==> src/rtl/seg7_pkg.sv <==
// Shared constants for the 7-segment scan controller.
//   - register byte offsets from BASE_ADDR
//   - CTRL field positions
//   - hex nibble -> segment table (a..g in bits 0..6)
//   - ctrl_t: the CTRL register contents
package seg7_pkg;

  localparam logic [31:0] OFF_DATA_LO = 32'h0;
  localparam logic [31:0] OFF_DATA_HI = 32'h4;
  localparam logic [31:0] OFF_CTRL    = 32'h8;
  localparam logic [31:0] OFF_DP      = 32'hC;

  localparam int CTRL_MASK_LSB = 0;   // [15:0] digit enable mask
  localparam int CTRL_BR_LSB   = 16;  // [19:16] brightness
  localparam int CTRL_LZS_BIT  = 20;  // leading-zero suppress (optional)

  // Entry [n] is the segment pattern for nibble n.
  localparam logic [15:0][7:0] HEX_SEG = {
    8'h71, 8'h79, 8'h5E, 8'h39, 8'h7C, 8'h77, 8'h6F, 8'h7F,
    8'h07, 8'h7D, 8'h6D, 8'h66, 8'h4F, 8'h5B, 8'h06, 8'h3F
  };

  typedef struct packed {
    logic [15:0] mask;
    logic [3:0]  bright;
  } ctrl_t;

endpackage

==> src/rtl/seg7_scan_ctrl_if.sv <==
// Register bus for seg7_scan_ctrl.
//   dig_addr  : byte address       (master -> slave)
//   dig_we    : write strobe       (master -> slave)
//   dig_wdata : write data         (master -> slave)
//   dig_rdata : combinational read (slave -> master)
interface seg7_bus_if;
  logic [31:0] dig_addr;
  logic        dig_we;
  logic [31:0] dig_wdata;
  logic [31:0] dig_rdata;

  modport master (output dig_addr, dig_we, dig_wdata, input dig_rdata);
  modport slave  (input dig_addr, dig_we, dig_wdata, output dig_rdata);
endinterface

==> src/rtl/seg7_hex_decode.sv <==
// Combinational hex digit decoder.
//   nib : 4-bit value to display
//   dp  : decimal point
//   seg : a..g in bits 0..6, DP in bit 7, active-high
module seg7_hex_decode
  import seg7_pkg::*;
(
  input  logic [3:0] nib,
  input  logic       dp,
  output logic [7:0] seg
);
  always_comb seg = {dp, HEX_SEG[nib][6:0]};
endmodule

==> src/rtl/seg7_scan_ctrl.sv <==
// Multiplexed 7-segment display scanner with a small register block.
//   dig_clk / dig_rst : clock, asynchronous active-high reset
//   bus               : seg7_bus_if.slave register port (DATA_LO, DATA_HI,
//                       CTRL, DP at BASE_ADDR + 0x0/0x4/0x8/0xC)
//   dig_en            : one-hot digit select (or zero)
//   dig_dn            : segments a..g + DP
// Each digit owns a slot of FREQ+1 cycles; a free-running 4-bit PWM
// gates the lit time for brightness control.
// Optional: define SEG7_LZ_SUPPRESS_EN to implement CTRL[20] (LZS),
// which blanks leading zero digits.
module seg7_scan_ctrl
  import seg7_pkg::*;
#(
  parameter int          FREQ      = 100,
  parameter int          NDIG      = 8,
  parameter logic [31:0] BASE_ADDR = 32'hFFFF_F000
) (
  input  logic            dig_clk,
  input  logic            dig_rst,
  seg7_bus_if.slave       bus,
  output logic [NDIG-1:0] dig_en,
  output logic [7:0]      dig_dn
);
  // Bits belonging to digits that do not exist are held at zero.
  localparam logic [15:0] DIG_MASK = 16'((32'd1 << NDIG) - 1);
  localparam logic [63:0] NIB_MASK = 64'((65'd1 << (4 * NDIG)) - 1);
  localparam logic [3:0]  LAST     = 4'(NDIG - 1);

  logic [63:0] data;
  logic [15:0] dp;
  ctrl_t       ctrl;
  logic [15:0] cnt;
  logic [3:0]  idx;
  logic [3:0]  pwm;

  logic [31:0] off;
  logic        hit_lo, hit_hi, hit_ctrl, hit_dp;

  always_comb begin
    off      = bus.dig_addr - BASE_ADDR;
    hit_lo   = (off == OFF_DATA_LO);
    hit_hi   = (off == OFF_DATA_HI);
    hit_ctrl = (off == OFF_CTRL);
    hit_dp   = (off == OFF_DP);
  end

`ifdef SEG7_LZ_SUPPRESS_EN
  logic lzs;
`endif

  // Register block
  always_ff @(posedge dig_clk or posedge dig_rst) begin
    if (dig_rst) begin
      data        <= '0;
      dp          <= '0;
      ctrl.mask   <= DIG_MASK;
      ctrl.bright <= 4'hF;
`ifdef SEG7_LZ_SUPPRESS_EN
      lzs         <= 1'b0;
`endif
    end else if (bus.dig_we) begin
      if (hit_lo)      data[31:0]  <= bus.dig_wdata & NIB_MASK[31:0];
      else if (hit_hi) data[63:32] <= bus.dig_wdata & NIB_MASK[63:32];
      else if (hit_ctrl) begin
        ctrl.mask   <= bus.dig_wdata[CTRL_MASK_LSB +: 16] & DIG_MASK;
        ctrl.bright <= bus.dig_wdata[CTRL_BR_LSB +: 4];
`ifdef SEG7_LZ_SUPPRESS_EN
        lzs         <= bus.dig_wdata[CTRL_LZS_BIT];
`endif
      end
      else if (hit_dp) dp <= bus.dig_wdata[15:0] & DIG_MASK;
    end
  end

  // Scan position and PWM phase; register writes never disturb these.
  always_ff @(posedge dig_clk or posedge dig_rst) begin
    if (dig_rst) begin
      cnt <= 16'(FREQ);
      idx <= '0;
      pwm <= '0;
    end else begin
      pwm <= pwm + 4'd1;
      if (cnt == '0) begin
        cnt <= 16'(FREQ);
        idx <= (idx == LAST) ? 4'd0 : idx + 4'd1;
      end else begin
        cnt <= cnt - 16'd1;
      end
    end
  end

  logic suppress;
`ifdef SEG7_LZ_SUPPRESS_EN
  logic [3:0] msnz;  // most-significant non-zero nibble (0 if all zero)
  always_comb begin
    msnz = '0;
    for (int d = 0; d < NDIG; d++)
      if (data[4*d +: 4] != 4'h0) msnz = 4'(d);
    // idx > msnz already excludes digit 0
    suppress = lzs && (idx > msnz) && !dp[idx];
  end
`else
  assign suppress = 1'b0;
`endif

  logic       drive;
  logic [7:0] seg;

  seg7_hex_decode u_dec (
    .nib (data[{idx, 2'b00} +: 4]),
    .dp  (dp[idx]),
    .seg (seg)
  );

  always_comb begin
    drive  = ctrl.mask[idx] && ((ctrl.bright == 4'hF) || (pwm < ctrl.bright))
             && !suppress;
    dig_en = drive ? (NDIG'(1) << idx) : '0;
    dig_dn = drive ? seg : 8'h00;
  end

  // Readback
  always_comb begin
    bus.dig_rdata = '0;
    if (hit_lo)        bus.dig_rdata = data[31:0];
    else if (hit_hi)   bus.dig_rdata = data[63:32];
    else if (hit_ctrl) begin
      bus.dig_rdata[CTRL_MASK_LSB +: 16] = ctrl.mask;
      bus.dig_rdata[CTRL_BR_LSB +: 4]    = ctrl.bright;
`ifdef SEG7_LZ_SUPPRESS_EN
      bus.dig_rdata[CTRL_LZS_BIT]        = lzs;
`endif
    end
    else if (hit_dp)   bus.dig_rdata = {16'h0, dp};
  end

endmodule

==> src/flat_wrapper.sv <==
// flat-port wrapper written by rule: the top's interface ports become plain ports
module seg7_scan_ctrl_flat import seg7_pkg::*;
#(
  parameter int          FREQ      = 100,
  parameter int          NDIG      = 8,
  parameter logic [31:0] BASE_ADDR = 32'hFFFF_F000
)
  (dig_clk, dig_rst, dig_en, dig_dn, bus_dig_addr, bus_dig_we, bus_dig_wdata, bus_dig_rdata);
  seg7_bus_if bus_i ();
  input  logic dig_clk;
  input  logic dig_rst;
  output logic [NDIG-1:0] dig_en;
  output logic [7:0] dig_dn;
  input wire logic [$bits(bus_i.dig_addr)-1:0] bus_dig_addr;
  input wire logic [$bits(bus_i.dig_we)-1:0] bus_dig_we;
  input wire logic [$bits(bus_i.dig_wdata)-1:0] bus_dig_wdata;
  output wire logic [$bits(bus_i.dig_rdata)-1:0] bus_dig_rdata;
  assign bus_i.dig_addr = bus_dig_addr;
  assign bus_i.dig_we = bus_dig_we;
  assign bus_i.dig_wdata = bus_dig_wdata;
  assign bus_dig_rdata = bus_i.dig_rdata;
  seg7_scan_ctrl #(.FREQ(FREQ), .NDIG(NDIG), .BASE_ADDR(BASE_ADDR)) u_core (.dig_clk(dig_clk), .dig_rst(dig_rst), .bus(bus_i), .dig_en(dig_en), .dig_dn(dig_dn));
endmodule
==> config.mk <==
export PLATFORM = sky130hd
export DESIGN_NAME = seg7_scan_ctrl_flat
export DESIGN_NICKNAME = d
export VERILOG_FILES = /design/src/rtl/seg7_pkg.sv /design/src/rtl/seg7_scan_ctrl_if.sv /design/src/rtl/seg7_hex_decode.sv /design/src/rtl/seg7_scan_ctrl.sv /design/src/flat_wrapper.sv
export SDC_FILE = /design/constraint.sdc
export NUM_CORES = 1
export LEC_CHECK = 0
export ABC_AREA = 0
export CAP_MARGIN = 20
export CORE_MARGIN = 5
export CORE_UTILIZATION = 54
export CTS_CLUSTER_DIAMETER = 30
export DETAILED_ROUTE_END_ITERATION = 8
export GPL_TIMING_DRIVEN = 0
export PLACE_DENSITY_LB_ADDON = 0.3
export SLEW_MARGIN = 10
export SYNTH_ARGS = -nofsm -noshare
export SYNTH_HDL_FRONTEND = slang
export SYNTH_SLANG_ARGS = --single-unit
==> constraint.sdc <==
create_clock -name dig_clk -period 8.49 [get_ports dig_clk]
set_input_delay 0.849 -clock dig_clk [delete_from_list [all_inputs] [get_ports dig_clk]]
set_output_delay 0.849 -clock dig_clk [all_outputs]
set_load 0.02 [all_outputs]
==> reports/summary.txt, run 1 <==
status -> finished, final reports clean
Core Region -> 8636 um^2
main combinational cell family by area after synthesis -> multiplexers
clk buf depth -> 2
Worst EP arrival -> 4.55 ns
ys async rst share -> 100.0%
Power Density -> 118.4 nW/um^2
CTS sink cnt -> 76
Primary FF master, synth -> dfrtp_1
DR WL met2 -> 6259 um
most numerous cell on the critical path -> clkdlybuf4s50_1
crit-path max FO -> 10
layout cell share with drive strength beyond 1 -> 21.26%
period utilisation layout -> 63.58%
Sequential Power Share -> 48.8%
switching share of power -> 21.33%
Worst Hold Class -> reg -> reg
FF+latch area -> 1921 um^2
Final nets -> 633
Syn Area/Cell -> 11.15 um^2
row count -> 34
DR vias/cell -> 5.949
cts bufs inserted -> 9
CTS tree -> done
Worst-Skew Late Latency -> 0.35 ns
drt pass-1 iters -> 5
Die H -> 103.5 um
max_cap viols -> 0
Yosys reg bits -> 76
die area -> 10710 um^2
Setup TNS Final -> 0 ns
top cells by area, synth -> dfrtp_1 32%, mux2_4 9.5%, dfstp_2 8.4%, mux2_2 6.0%, mux4_2 5.7%
clock power share -> 43.7%
skew final -> 0.007446 ns
GRT Util Overall -> 24.60%
CTS root buf -> clkbuf_8
hold_sp -> u_core.cnt[0]$_DFF_PP0_
mux cell area share after synthesis -> 24.42%
setup violators final -> 0
Synth Instances -> 423
multi-input gate area in the final layout -> 2608 um^2
vias in the first global route -> 4064
RR Startpoint -> u_core.cnt[7]$_DFF_PP0_
fmax -> 185.3 MHz
slowest stage delay, CP -> 0.81 ns
commonest non-fill, non-tap cells in the layout -> 114 x clkdlybuf4s50_1, 61 x dfrtp_1, 36 x nand2_1, 36 x and3_1, 30 x mux2_4
total grt overflow -> 0
crit start category -> input port
post-synthesis compound-gate area fraction -> 6.338%
Final Hold Fails -> 0
wl on met1 -> 5380 um
GP Congestion -> 0.8519
Fillers -> 616
EDFF count, synth -> 0
worst r2r path cells -> 6
Area Overhead vs Synth -> 32.83%
# diodes -> 0
Synth Area in XOR/XNOR -> 2.413%
P_sw -> 0.0001582 W
total power -> 0.0007417 W
H-tree level count -> 3
Distinct cells, synth -> 51
R2R setup slack -> 6.10 ns
First DRT Iteration DRCs -> 221
Post-Synth Simple-Gate Area -> 17.85%
worst slew pin tran -> 0.9409 ns
dpl cell area -> 6025 um^2
static leakage -> 2.892 nW
top sig layer -> met4
post-CTS sizing -> 0
# Post-CTS Setup Buffers -> 0
Die X -> 103.5 um
fraction of the mapped netlist area in adder cells -> 4.243%
endpoint of the worst-slack reg-to-reg timing path -> u_core.cnt[3]$_DFF_PP0_
min Tclk post-route -> 5.398 ns
I/O Buffers -> 114
worst hold path depth -> 1
share of the synthesized area in the top cell type -> 32.35%
slowest CP cell -> nor3_1
Routed wire per std cell -> 19.29 um
initial antenna violation count -> 0
Required @ worst endpoint -> 7.64 ns
largest net degree at the start of global routing -> 48
dominant cell type by area after synthesis -> dfrtp_1
CTS Hold Buffers Added -> 0
Routed Antenna Nets -> 0
DRT Wirelength -> 12790 um
Slew HR -> 36.79%
met3 WL -> 951 um
sequential area share after synthesis -> 40.71%
crit-path cells -> clkdlybuf4s50_1, nand3_1, or4_4, mux2i_1, a22oi_2, nor3_1, clkbuf_1, and3_1, clkdlybuf4s50_1
Worst-path clk slew -> 0.07 ns
I/O pins -> 115
Worst Hold End -> u_core.cnt[0]$_DFF_PP0_
first-pass GRT wire length -> 20250 um
routed via count -> 3944
combinational fraction of design power -> 7.5%
Post-Syn Nets -> 506
internal power -> 0.0005835 W
critical path class -> in -> out
max-slew violations -> 0
DRC violations left -> 0
fin area -> 6267 um^2
RSZ-0062 raised after global routing -> false
hpwl dp -> 9743 um
Initial Utilization -> 54.64%
Yosys Warn Count -> 0
worst vdd ir -> 82.42 uV
Critical Path End Type -> primary output
most common cell after layout, fill and taps aside -> clkdlybuf4s50_1
mapped cell area -> 4718 um^2
## state kept, by name, summed over array words and instances (netlist names)
name	cells
u_core.dp	8
u_core.ctrl	12
u_core.data	32
u_core.pwm	4
u_core.cnt	16
u_core.idx	4
## cell usage after synthesis (all sizes together), types with 3 or more instances
cell type and n:
o21ai 17, ha 16, dfstp 15, mux4 12
nor3 12, xor2 5, and2 4, buf 6
a22oi 5, xnor2 8, dfrtp 61, or3 4
nor4 11, nor3b 3, nand3 6, and3 36
nand2 36, a21oi 11, nor2 22, inv 13
nand4 6, mux2i 15, or4 4, clkbuf 16
mux2 55
## per-stage QoR
stage          util, %  setup slack [ns]  hold WS (ns)  std cells
2_1_floorplan        -             4.752        0.4269        423
3_3_place_gp     69.41             3.166        0.4420        645
3_5_place_dp     69.76             3.091        0.4637        646
4_1_cts          72.49             3.110        0.4740        662
5_1_grt          72.57             2.753        0.4918        663
6_report         72.57             3.092        0.4637        663
## logic make-up (layout without fill, tap and decap cells)
logic type	count (synthesis)	count (layout)
buffers and inverters	35	167
xor gates and xnor gates	13	13
muxes	82	82
DFF	76	76
AOI/OAI and AO/OA	47	47
adders and majority gates	16	16
and+or+nand+nor	154	154
## power groups by stage
stage	clock network [W]	logic (W)	registers, W
finish	0.000324	0.0000557	0.000362
global route	0.000337	0.0000601	0.000362
CTS	0.000323	0.0000562	0.000362
detailed placement	0	0.0000559	0.000369
global placement	0	0.0000528	0.000369
floorplan	0	0.0000139	0.000369
## worst max-delay path by stage
stage / startpoint / endpoint / slack [ns] / cells past startpoint
3_3_place_gp: bus_dig_addr[15] / bus_dig_rdata[1] / 3.17 / 9
3_5_place_dp: bus_dig_addr[24] / bus_dig_rdata[1] / 3.09 / 9
5_1_grt: bus_dig_addr[15] / bus_dig_rdata[3] / 2.75 / 9
4_1_cts: bus_dig_addr[24] / bus_dig_rdata[1] / 3.11 / 9
2_1_floorplan: bus_dig_addr[15] / bus_dig_rdata[15] / 4.75 / 7
6_report: bus_dig_addr[24] / bus_dig_rdata[30] / 3.09 / 9
## metal layers
layer	GRT usage (%)	up-vias
li1	-	1807
met1	32.49	1955
met2	41.72	166
met3	4.292	16
met4	6.972	0
met5	0	-
## worst max-delay path, delay by kind of cell
family	cells	cell delay [ns]
AO/OA/AOI/OAI	1	0.19
multiplexers	1	0.19
AND/OR/NAND/NOR	4	1.71
buffers and inverters	3	1.60
## cell type report
type,count,area share [%]
Timing Repair Buffer,116,18.77
Clock buffer,12,2.635
Inverter,13,0.8185
Multi-Input combinational cell,312,41.61
Tap cell,108,2.156
Buffer,22,2.256
Sequential cell,76,30.64
Clock inverter,4,1.118
(Power assumes the default switching activity.)
==> run 2: changes to the inputs <==
--- a/config.mk
+++ b/config.mk
@@ -8,7 +8,7 @@
 export ABC_AREA = 0
 export CAP_MARGIN = 20
 export CORE_MARGIN = 5
-export CORE_UTILIZATION = 54
+export CORE_UTILIZATION = 45
 export CTS_CLUSTER_DIAMETER = 30
 export DETAILED_ROUTE_END_ITERATION = 8
 export GPL_TIMING_DRIVEN = 0
==> constraint.sdc (replaced) <==
create_clock -name dig_clk -period 4.4 [get_ports dig_clk]
set_input_delay 0.44 -clock dig_clk [delete_from_list [all_inputs] [get_ports dig_clk]]
set_output_delay 0.44 -clock dig_clk [all_outputs]
set_load 0.02 [all_outputs]
==> run 2 against run 1 <==
Compared with the run above: global-route usage fell by 4.7 points; sequential power is 93% higher; register-to-register slack got worse by 4.1 ns; critical path depth is the same; sequential share of layout area increased by 0.061 points; hold slack got worse by 0.089 ns; via count down 3.3%; setup slack got worse by 2.9 ns; die area grew 18%; non-clock buffer count is 1 lower; critical path type unchanged.
==> reports/summary.txt, run 2 (synthesis gave the netlist of run 1 again) <==
PnR worst setup slack -> 0.1881 ns (was 3.092 ns)
pre-CTS setup slack -> -0.1755 ns (was 3.091 ns)
die area -> 12630 um^2 (was 10710 um^2)
CTS sink cnt -> 76 (unchanged)
Area Overhead vs Synth -> 32.56% (was 32.83%)
Setup TNS Final -> 0 ns (unchanged)
first-pass GRT wire length -> 20400 um (was 20250 um)
# Post-CTS Setup Buffers -> 0 (unchanged)
total grt overflow -> 0 (unchanged)
layout cell share with drive strength beyond 1 -> 21.52% (was 21.26%)
fmax -> 237.4 MHz
cts bufs inserted -> 9 (unchanged)
CTS root buf -> clkbuf_8 (unchanged)
max_cap viols -> 0 (unchanged)
hpwl dp -> 9519 um (was 9743 um)
DR vias/cell -> 5.537 (was 5.949)
Routed wire per std cell -> 17.86 um (was 19.29 um)
initial antenna violation count -> 0 (unchanged)
commonest non-fill, non-tap cells in the layout -> 113 x clkdlybuf4s50_1, 61 x dfrtp_1, 36 x nand2_1, 36 x and3_1, 30 x mux2_4 (was 114 x clkdlybuf4s50_1, 61 x dfrtp_1, 36 x nand2_1, 36 x and3_1, 30 x mux2_4)
Routed Antenna Nets -> 0 (unchanged)
Slew HR -> 27.76% (was 36.79%)
vias in the first global route -> 4010 (was 4064)
Final Hold Fails -> 0 (unchanged)
Required @ worst endpoint -> 3.96 ns (was 7.64 ns)
clk buf depth -> 2 (unchanged)
worst vdd ir -> 138.0 uV (was 82.42 uV)
largest net degree at the start of global routing -> 61 (was 48)
CTS tree -> done (unchanged)
DRT Wirelength -> 12310 um (was 12790 um)
min Tclk post-route -> 4.212 ns
skew final -> 0.007212 ns (was 0.007446 ns)
worst slew pin tran -> 1.075 ns (was 0.9409 ns)
Worst-Skew Late Latency -> 0.34 ns (was 0.35 ns)
met3 WL -> 903 um (was 951 um)
most common cell after layout, fill and taps aside -> clkdlybuf4s50_1 (unchanged)
wl on met1 -> 5454 um (was 5380 um)
top sig layer -> met4 (unchanged)
# diodes -> 0 (unchanged)
GP Congestion -> 0.9236 (was 0.8519)
period utilisation layout -> 95.72%
Worst EP arrival -> 3.77 ns (was 4.55 ns)
crit start category -> input port (unchanged)
largest registers in the final layout -> u_core.data: 32 flops, u_core.cnt: 16 flops, u_core.ctrl: 12 flops (unchanged)
Final nets -> 632 (was 633)
fin util -> 60.86% (was 72.57%)
I/O Buffers -> 114 (unchanged)
crit-path max FO -> 10 (unchanged)
static leakage -> 2.888 nW (was 2.892 nW)
Die H -> 112.4 um (was 103.5 um)
row count -> 37 (was 34)
setup violators final -> 0 (unchanged)
First DRT Iteration DRCs -> 188 (was 221)
Fillers -> 842 (was 616)
routed via count -> 3815 (was 3944)
Die X -> 112.4 um (was 103.5 um)
Most flops, register -> u_core.data (unchanged)
Largest register FFs -> 32 (unchanged)
GRT Util Overall -> 19.90% (was 24.60%)
DRC violations left -> 0 (unchanged)
drt pass-1 iters -> 4 (was 5)
max-slew violations -> 0 (unchanged)
I/O pins -> 115 (unchanged)
status -> finished, final reports clean (unchanged)
Critical Path End Type -> primary output (unchanged)
DR WL met2 -> 5776 um (was 6259 um)
H-tree level count -> 3 (unchanged)
Power Density -> 205.8 nW/um^2 (was 118.4 nW/um^2)
RSZ-0062 raised after global routing -> false (unchanged)
Worst-path clk slew -> 0.08 ns (was 0.07 ns)
Worst Hold Class -> in -> async (was reg -> reg)
critical path class -> in -> out (unchanged)
Initial Utilization -> 45.91% (was 54.64%)
Core Region -> 10280 um^2 (was 8636 um^2)
[run 2: cell types whose count changed in the layout (fill, tap and decap cells not counted), sizes merged]
cell           change
bufinv             -2
dlymetal6s2s       +1
clkbuf             -1
clkdlybuf4s50      -1
buf                -1
clkinvlp           +2
[run 2: cell type report]
cell class                 instances  area [um^2]  share of cell area (%)
clock buffer                      11        151.4                   2.420
sequential                        76         1921                   30.71
inverter                          13        51.30                  0.8202
timing repair buffer             115         1171                   18.72
multi-input combinational        312         2619                   41.87
buffer                            22        146.4                   2.340
clock inverter                     4        25.02                  0.4001
tap                              136        170.2                   2.721
[run 2: stage by stage]
step                      instances  power (W)  area, um^2  hold WS, ns
after floorplan                 423  0.0007387        4718       0.4269
after CTS                       689   0.001299        6242       0.3610
after global routing            689   0.001336        6255       0.3755
after global placement          673  0.0008139        6030       0.4427
after detailed placement        674  0.0008191        6060       0.4567
final                           689   0.001287        6255       0.3743
[run 2: path summary, 6_finish.rpt]
kind | start | endpoint | slack, ns | cells past startpoint
worst max-delay path | bus_dig_addr[15] | bus_dig_rdata[1] | 0.19 | 9
worst min-delay path | dig_rst | u_core.cnt[8]$_DFF_PP0_ | 0.37 | 2
worst max register to register | u_core.cnt[7]$_DFF_PP0_ | u_core.cnt[13]$_DFF_PP0_ | 1.97 | 6
worst min register to register | u_core.cnt[0]$_DFF_PP0_ | u_core.cnt[0]$_DFF_PP0_ | 0.46 | 1
max in group asynchronous | dig_rst | u_core.ctrl[11]$_DFFE_PP1P_ | 3.42 | 3
min in group dig_clk | u_core.cnt[0]$_DFF_PP0_ | u_core.cnt[0]$_DFF_PP0_ | 0.46 | 1
[run 2: worst max-delay path, stage by stage]
cell,delay (ns)
clkdlybuf4s50_1,0.47
nand4_2,0.17
or4_4,0.58
mux2i_1,0.19
a22oi_2,0.21
nor3_4,0.43
clkbuf_1,0.38
and3_1,0.27
clkdlybuf4s50_1,0.61
[run 2: routing by layer]
metal	vias to the layer above	global-route usage [%]
li1	1810	-
met1	1848	26.84
met2	145	31.55
met3	12	4.906
met4	0	6.571
met5	-	0
[run 2: report_power, final]
group	leakage, nW	total (W)	switching [W]	internal (W)
sequential	0.994	0.000699	0.00000000000356	0.000699
clock	0.0872	0.000482	0.000251	0.000231
combinational	1.81	0.000107	0.0000435	0.0000630
total	2.89	0.00129	0.000295	0.000992
[run 2: what timing repair did]
action | 4_1_cts | 5_1_grt
pin swaps | 0 | 0
setup endpoints to repair | 22 | 24
hold buffers | 0 | 0
gates resized for setup | 2 | 6
